File: config.mk
export PLATFORM = sky130hd
export DESIGN_NAME = output_layer_mac
export DESIGN_NICKNAME = d
export VERILOG_FILES = /design/src/rtl/output_layer_mac.sv
export SDC_FILE = /design/constraint.sdc
export NUM_CORES = 2
export LEC_CHECK = 0
export CORE_MARGIN = 4
export CORE_UTILIZATION = 68
export DETAILED_ROUTE_END_ITERATION = 7
export GPL_ROUTABILITY_DRIVEN = 0
export HOLD_SLACK_MARGIN = 0.12
export PLACE_DENSITY = 0.9
export SETUP_SLACK_MARGIN = 0.05
export SLEW_MARGIN = 20
export SYNTH_ARGS = -nofsm -noshare
export SYNTH_HDL_FRONTEND = slang
export SYNTH_SLANG_ARGS = --single-unit
File: constraint.sdc
create_clock -name clk -period 20.7 [get_ports clk]
set_input_delay 3.105 -clock clk [delete_from_list [all_inputs] [get_ports clk]]
set_output_delay 3.105 -clock clk [all_outputs]
set_load 0.02 [all_outputs]
File: src/rtl/output_layer_mac.sv
`default_nettype none
// ============================================================================
// Module  : output_layer_mac
// Brief   : Streaming fully-connected output layer. Each accepted feature is
//           multiplied by one ROM weight row into N_OUT saturating accumulators.
// Revision: 1.0
// ============================================================================
module output_layer_mac #(
  parameter int N_IN     = 64,
  parameter int N_OUT    = 10,
  parameter int DATA_W   = 8,
  parameter int WEIGHT_W = 8,
  parameter int ACC_W    = 32
) (
  input  logic                        clk,
  input  logic                        rst,
  input  logic                        start,
  input  logic                        in_valid,
  output logic                        in_ready,
  input  logic signed [DATA_W-1:0]    in_data,
  output logic [$clog2(N_IN)-1:0]     w_addr,
  input  logic [N_OUT*WEIGHT_W-1:0]   w_row,
  output logic signed [ACC_W-1:0]     scores [N_OUT],
  output logic                        score_valid,
  output logic                        cmp_rst,
  output logic                        busy
);

  localparam int IDX_W  = $clog2(N_IN);
  localparam int PROD_W = DATA_W + WEIGHT_W;

  typedef enum logic [1:0] {
    S_IDLE  = 2'd0,
    S_ACCUM = 2'd1,
    S_FLUSH = 2'd2,
    S_DONE  = 2'd3
  } state_t;

  state_t                    r_state;
  state_t                    w_next;
  logic [IDX_W-1:0]          r_index;
  logic signed [DATA_W-1:0]  r_x;
  logic                      r_pipe_valid;
  logic                      w_accept;
  logic                      w_last;

  assign w_last  = (r_index == IDX_W'(N_IN - 1));
  assign w_addr  = r_index;
  assign cmp_rst = ~score_valid;

  always_ff @(posedge clk or negedge rst) begin
    if (!rst) r_state <= S_IDLE;
    else      r_state <= w_next;
  end

  always_comb begin
    w_next      = r_state;
    in_ready    = 1'b0;
    busy        = 1'b0;
    score_valid = 1'b0;
    w_accept    = 1'b0;
    case (r_state)
      S_IDLE: ;
      S_ACCUM: begin
        in_ready = 1'b1;
        busy     = 1'b1;
        // A start in the same cycle wins over the handshake; the data is dropped.
        w_accept = in_valid & ~start;
        if (w_accept && w_last) w_next = S_FLUSH;
      end
      S_FLUSH: begin
        busy   = 1'b1;
        w_next = S_DONE;
      end
      S_DONE:  score_valid = 1'b1;
      default: w_next = S_IDLE;
    endcase
    if (start) w_next = S_ACCUM;
  end

  always_ff @(posedge clk or negedge rst) begin
    if (!rst) begin
      r_index      <= '0;
      r_x          <= '0;
      r_pipe_valid <= 1'b0;
    end else begin
      r_pipe_valid <= w_accept;
      if (start) begin
        r_index <= '0;
      end else if (w_accept) begin
        r_x     <= in_data;
        r_index <= w_last ? '0 : r_index + IDX_W'(1);
      end
    end
  end

  for (genvar j = 0; j < N_OUT; j++) begin : g_mac
    logic signed [WEIGHT_W-1:0] w_w;
    logic signed [PROD_W-1:0]   w_prod;
    logic signed [ACC_W:0]      w_sum;
    logic signed [ACC_W-1:0]    w_sat;
    logic signed [ACC_W-1:0]    r_acc;

    assign w_w    = w_row[j*WEIGHT_W +: WEIGHT_W];
    assign w_prod = PROD_W'(r_x) * PROD_W'(w_w);
    assign w_sum  = {r_acc[ACC_W-1], r_acc}
                  + {{(ACC_W + 1 - PROD_W){w_prod[PROD_W-1]}}, w_prod};

    // One guard bit: a disagreement with the sign bit means the sum left range.
    always_comb begin
      w_sat = w_sum[ACC_W-1:0];
      if (w_sum[ACC_W] != w_sum[ACC_W-1])
        w_sat = w_sum[ACC_W] ? {1'b1, {(ACC_W-1){1'b0}}} : {1'b0, {(ACC_W-1){1'b1}}};
    end

    always_ff @(posedge clk or negedge rst) begin
      if (!rst)              r_acc <= '0;
      else if (start)        r_acc <= '0;
      else if (r_pipe_valid) r_acc <= w_sat;
    end

    assign scores[j] = r_acc;
  end

endmodule
`default_nettype wire

==> results.yml <==
global_routing:
  number_of_global_route_vias_before_repair: 55700
  antenna_found_initial: 35
  grt_max_degree: 99
  grt_usage: 0.362
  global_route_wire_length_before_repair_um: 298000
  grt-ovfl-total: 0
yosys:
  synth_warnings: 0
  synth-seq-area-share: 0.125
  synth-main-ff-cell: "sky130_fd_sc_hd__dfrtp_1"
  synth_seq_cells: 337
  syn-instance-count: 6425
  postSynth.asyncResetShare: 1.00
  postSynthNetCount: 8641
  synthesis.area_per_instance_um2: 10.5
  post_synth_instance_area_um2: 67700
  synth-edff-count: 0
  ys_types: 79
clock_tree:
  tritoncts_num_sinks: 337
  cts_resized: 0
  htree_num_levels: 2
  clock_tree.buffer_depth: 3
  cts.root.buffer_cell: "sky130_fd_sc_hd__clkbuf_16"
  cts_tree: "done"
  holdBufCountCts: 0
  post_cts_buffers: 0
  worst_setup_hold_path_clk_slew_ns: 0.06
  cts_buffers: 44
  clock_latency_ns: 0.63
cells_and_area:
  final_net_count: 8911
  multiInputGateArea_um2: 54200
  syn2layout_area_growth_pct: 10.1
  layout-drive-gt1-share: 0.0275
  number_of_fillers_in_the_final_layout: 6039
  layout.area.seq_um2: 8460
route:
  dr.first_iter.drc_count: 4481
  remaining_drc_errors: 0
  dr_total_vias: 50900
  drt-pass1-iter-count: 6
  finalWirelength_um: 183000
  drt.antenna.violating_nets: 0
  avgRoutedWirePerCell_um: 22.7
  drt-vias-per-instance: 6.33
run_status:
  status: "completed"
place:
  post-dp-hpwl_um: 142000
  portBuffers: 421
floorplan:
  pin_count: 422
  placementRows: 115
  starting_utilization_of_the_core_area: 0.687
  core-area_um2: 98600
  die_x_um: 324
  dieArea_um2: 105000
  floorplan.die.height_um: 324
worst_setup_path:
  worst-path-max-fanout: 31
  source_of_the_critical_timing_path: "w_row[56]"
  timing.reg2reg.setup_slack_ns: 12.04
  crit_arrival_ns: 10.96
  worstReg2RegEnd: "g_mac[7].r_acc[14]$_DFFE_PN0P_"
  worstSetupEndpoint: "g_mac[7].r_acc[14]$_DFFE_PN0P_"
  rr_worst_depth: 20
  category_of_the_most_critical_setup_path: "in -> reg"
  cp-start-kind: "input port"
  regToRegStartpoint: "r_x[7]$_DFFE_PN0P_"
  cp-end-kind: "flop"
  worst_ep_required_ns: 21.25
timing:
  final-hold-violation-count: 0
  unrepaired_setup_endpoints_after_global_routing: "no"
  setup_tns_ns: 0
  timing.final.crit_period_ns: 10.41
  tightest_slew_ns: 1.08
  maxSlewViolCount: 0
  max_freq_mhz: 96.0
  fin_worst_skew_ns: 0.0330
  finalCritPeriodShare: 0.503
  setup_viol: 0
  timing.max_slew.rel_slack: 0.280
worst_hold_path:
  hold_path_class: "reg -> reg"
run:
  maxCapViolations: 0
## cell usage after synthesis (all sizes together) (5+ instances only)
cell | instances | share of area
and2 | 327 | 0.030
buf | 33 | 0.0031
a21o | 149 | 0.017
a21oi | 279 | 0.021
o21bai | 44 | 0.0049
clkbuf | 206 | 0.011
xnor2 | 226 | 0.029
nand2 | 380 | 0.021
o21a | 49 | 0.0055
o21ai | 133 | 0.0098
or3 | 5 | 0.00046
a311o | 5 | 0.00076
dfrtp | 337 | 0.12
a221oi | 7 | 0.00091
and3 | 39 | 0.0036
a211oi | 37 | 0.0042
a2111oi | 6 | 0.00089
o31a | 7 | 0.00091
o211ai | 25 | 0.0028
nand3 | 51 | 0.0038
a31oi | 26 | 0.0024
o31ai | 10 | 0.0013
mux2 | 8 | 0.0013
fa | 1400 | 0.41
a31o | 7 | 0.00091
inv | 1079 | 0.060
nor2 | 206 | 0.011
nor4 | 5 | 0.00046
xor2 | 86 | 0.011
nor2b | 32 | 0.0030
ha | 724 | 0.13
a211o | 7 | 0.00091
a41oi | 8 | 0.0010
a21boi | 5 | 0.00055
clkinv | 10 | 0.00055
nor3 | 30 | 0.0022
nand4 | 27 | 0.0025
and4 | 5 | 0.00065
nand2b | 41 | 0.0038
or2 | 11 | 0.0010
a221o | 316 | 0.047
## cells by family (layout without fill, tap and decap cells)
| group | count (synthesis) | in the layout | synth area share |
|---|---|---|---|
| muxes | 9 | 9 | 0.00148 |
| adders and majority gates | 2124 | 2124 | 0.548 |
| buffers and inverters | 1328 | 1631 | 0.0749 |
| xor gates and xnor gates | 312 | 312 | 0.0404 |
| other | 0 | 32 | 0 |
| DFF | 337 | 337 | 0.125 |
| and+or+nand+nor | 1164 | 1164 | 0.0848 |
| AOI/OAI and AO/OA | 1151 | 1151 | 0.126 |
## per-layer routing
metal  share of wire  track usage  wire length [um]  vias up
li1                -            -                 -    21700
met1            0.37        0.459             67300    25900
met2            0.48        0.584             87600     2709
met3           0.094       0.0874             17200      672
met4           0.059        0.190             10800       14
met5         0.00054            0                98        -
## final cells by class
class / count / area share
antenna: 32 / 0.00107
clock buffer: 55 / 0.0161
clock inverter: 24 / 0.00433
inverter: 1089 / 0.0548
multi-input combinational: 4760 / 0.728
sequential: 337 / 0.114
tap: 1287 / 0.0216
timing repair buffer: 463 / 0.0608
## worst max-delay path, stage by stage
cell	delay, ns
sky130_fd_sc_hd__clkdlybuf4s50_1	0.68
sky130_fd_sc_hd__and2_2	0.82
sky130_fd_sc_hd__inv_1	0.14
sky130_fd_sc_hd__fa_1	0.52
sky130_fd_sc_hd__inv_1	0.05
sky130_fd_sc_hd__fa_1	0.48
sky130_fd_sc_hd__fa_1	0.56
sky130_fd_sc_hd__fa_1	0.42
sky130_fd_sc_hd__fa_1	0.44
sky130_fd_sc_hd__ha_1	0.40
sky130_fd_sc_hd__o21a_1	0.18
sky130_fd_sc_hd__o31a_1	0.20
sky130_fd_sc_hd__o211ai_1	0.16
sky130_fd_sc_hd__a2111oi_0	0.77
sky130_fd_sc_hd__o21ai_1	0.27
sky130_fd_sc_hd__o21ai_1	0.17
sky130_fd_sc_hd__a21oi_1	0.09
sky130_fd_sc_hd__xnor2_1	0.27
sky130_fd_sc_hd__o21a_1	0.89
sky130_fd_sc_hd__a221o_1	0.31
## sequential cells by signal, summed over array words and instances, names as in the netlist
| register | cells |
|---|---|
| r_x | 8 |
| r_state | 2 |
| r_pipe_valid | 1 |
| w_addr | 6 |
| g_mac.r_acc | 320 |
## how the worst min path moves through the flow
| stage | from | end | slack [ns] | depth (start not counted) |
|---|---|---|---|---|
| after floorplan | r_state[1]$_DFFE_PN0P_ | r_state[1]$_DFFE_PN0P_ | 0.52 | 2 |
| after global placement | g_mac[7].r_acc[4]$_DFFE_PN0P_ | g_mac[7].r_acc[4]$_DFFE_PN0P_ | 0.53 | 1 |
| after detailed placement | g_mac[7].r_acc[4]$_DFFE_PN0P_ | g_mac[7].r_acc[4]$_DFFE_PN0P_ | 0.52 | 1 |
| after CTS | g_mac[7].r_acc[4]$_DFFE_PN0P_ | g_mac[7].r_acc[4]$_DFFE_PN0P_ | 0.54 | 1 |
| after global routing | g_mac[3].r_acc[0]$_DFFE_PN0P_ | g_mac[3].r_acc[0]$_DFFE_PN0P_ | 0.56 | 1 |
| final | g_mac[7].r_acc[4]$_DFFE_PN0P_ | g_mac[7].r_acc[4]$_DFFE_PN0P_ | 0.54 | 1 |
## stage by stage
| stage | utilization | hold slack (ns) | std cells | setup slack (ns) | cell area [um2] |
|---|---|---|---|---|---|
| final | 0.756 | 0.540 | 8047 | 10.29 | 74500 |
| after global routing | 0.756 | 0.558 | 8033 | 9.91 | 74500 |
| after CTS | 0.755 | 0.538 | 8015 | 10.39 | 74500 |
| after detailed placement | 0.740 | 0.525 | 7936 | 9.75 | 72900 |
| after global placement | 0.740 | 0.526 | 7936 | 10.08 | 72900 |
| after floorplan | - | 0.525 | 6425 | 11.15 | 67700 |
## cell usage in the layout (no fill, tap or decap), types with 45 or more instances in the layout
| cell type | count |
|---|---|
| sky130_fd_sc_hd__nand2_1 | 380 |
| sky130_fd_sc_hd__dfrtp_1 | 329 |
| sky130_fd_sc_hd__inv_1 | 1078 |
| sky130_fd_sc_hd__a21oi_1 | 279 |
| sky130_fd_sc_hd__ha_1 | 724 |
| sky130_fd_sc_hd__o21ai_0 | 112 |
| sky130_fd_sc_hd__and2_1 | 316 |
| sky130_fd_sc_hd__a221o_1 | 316 |
| sky130_fd_sc_hd__clkbuf_16 | 45 |
| sky130_fd_sc_hd__xor2_1 | 86 |
| sky130_fd_sc_hd__fa_1 | 1400 |
| sky130_fd_sc_hd__a21o_1 | 147 |
| sky130_fd_sc_hd__nand3_1 | 51 |
| sky130_fd_sc_hd__clkdlybuf4s50_1 | 419 |
| sky130_fd_sc_hd__xnor2_1 | 226 |
| sky130_fd_sc_hd__nor2_1 | 203 |
Power is not shown: default switching activity piles up to over one toggle a cycle in this logic, so the estimate is an artifact.
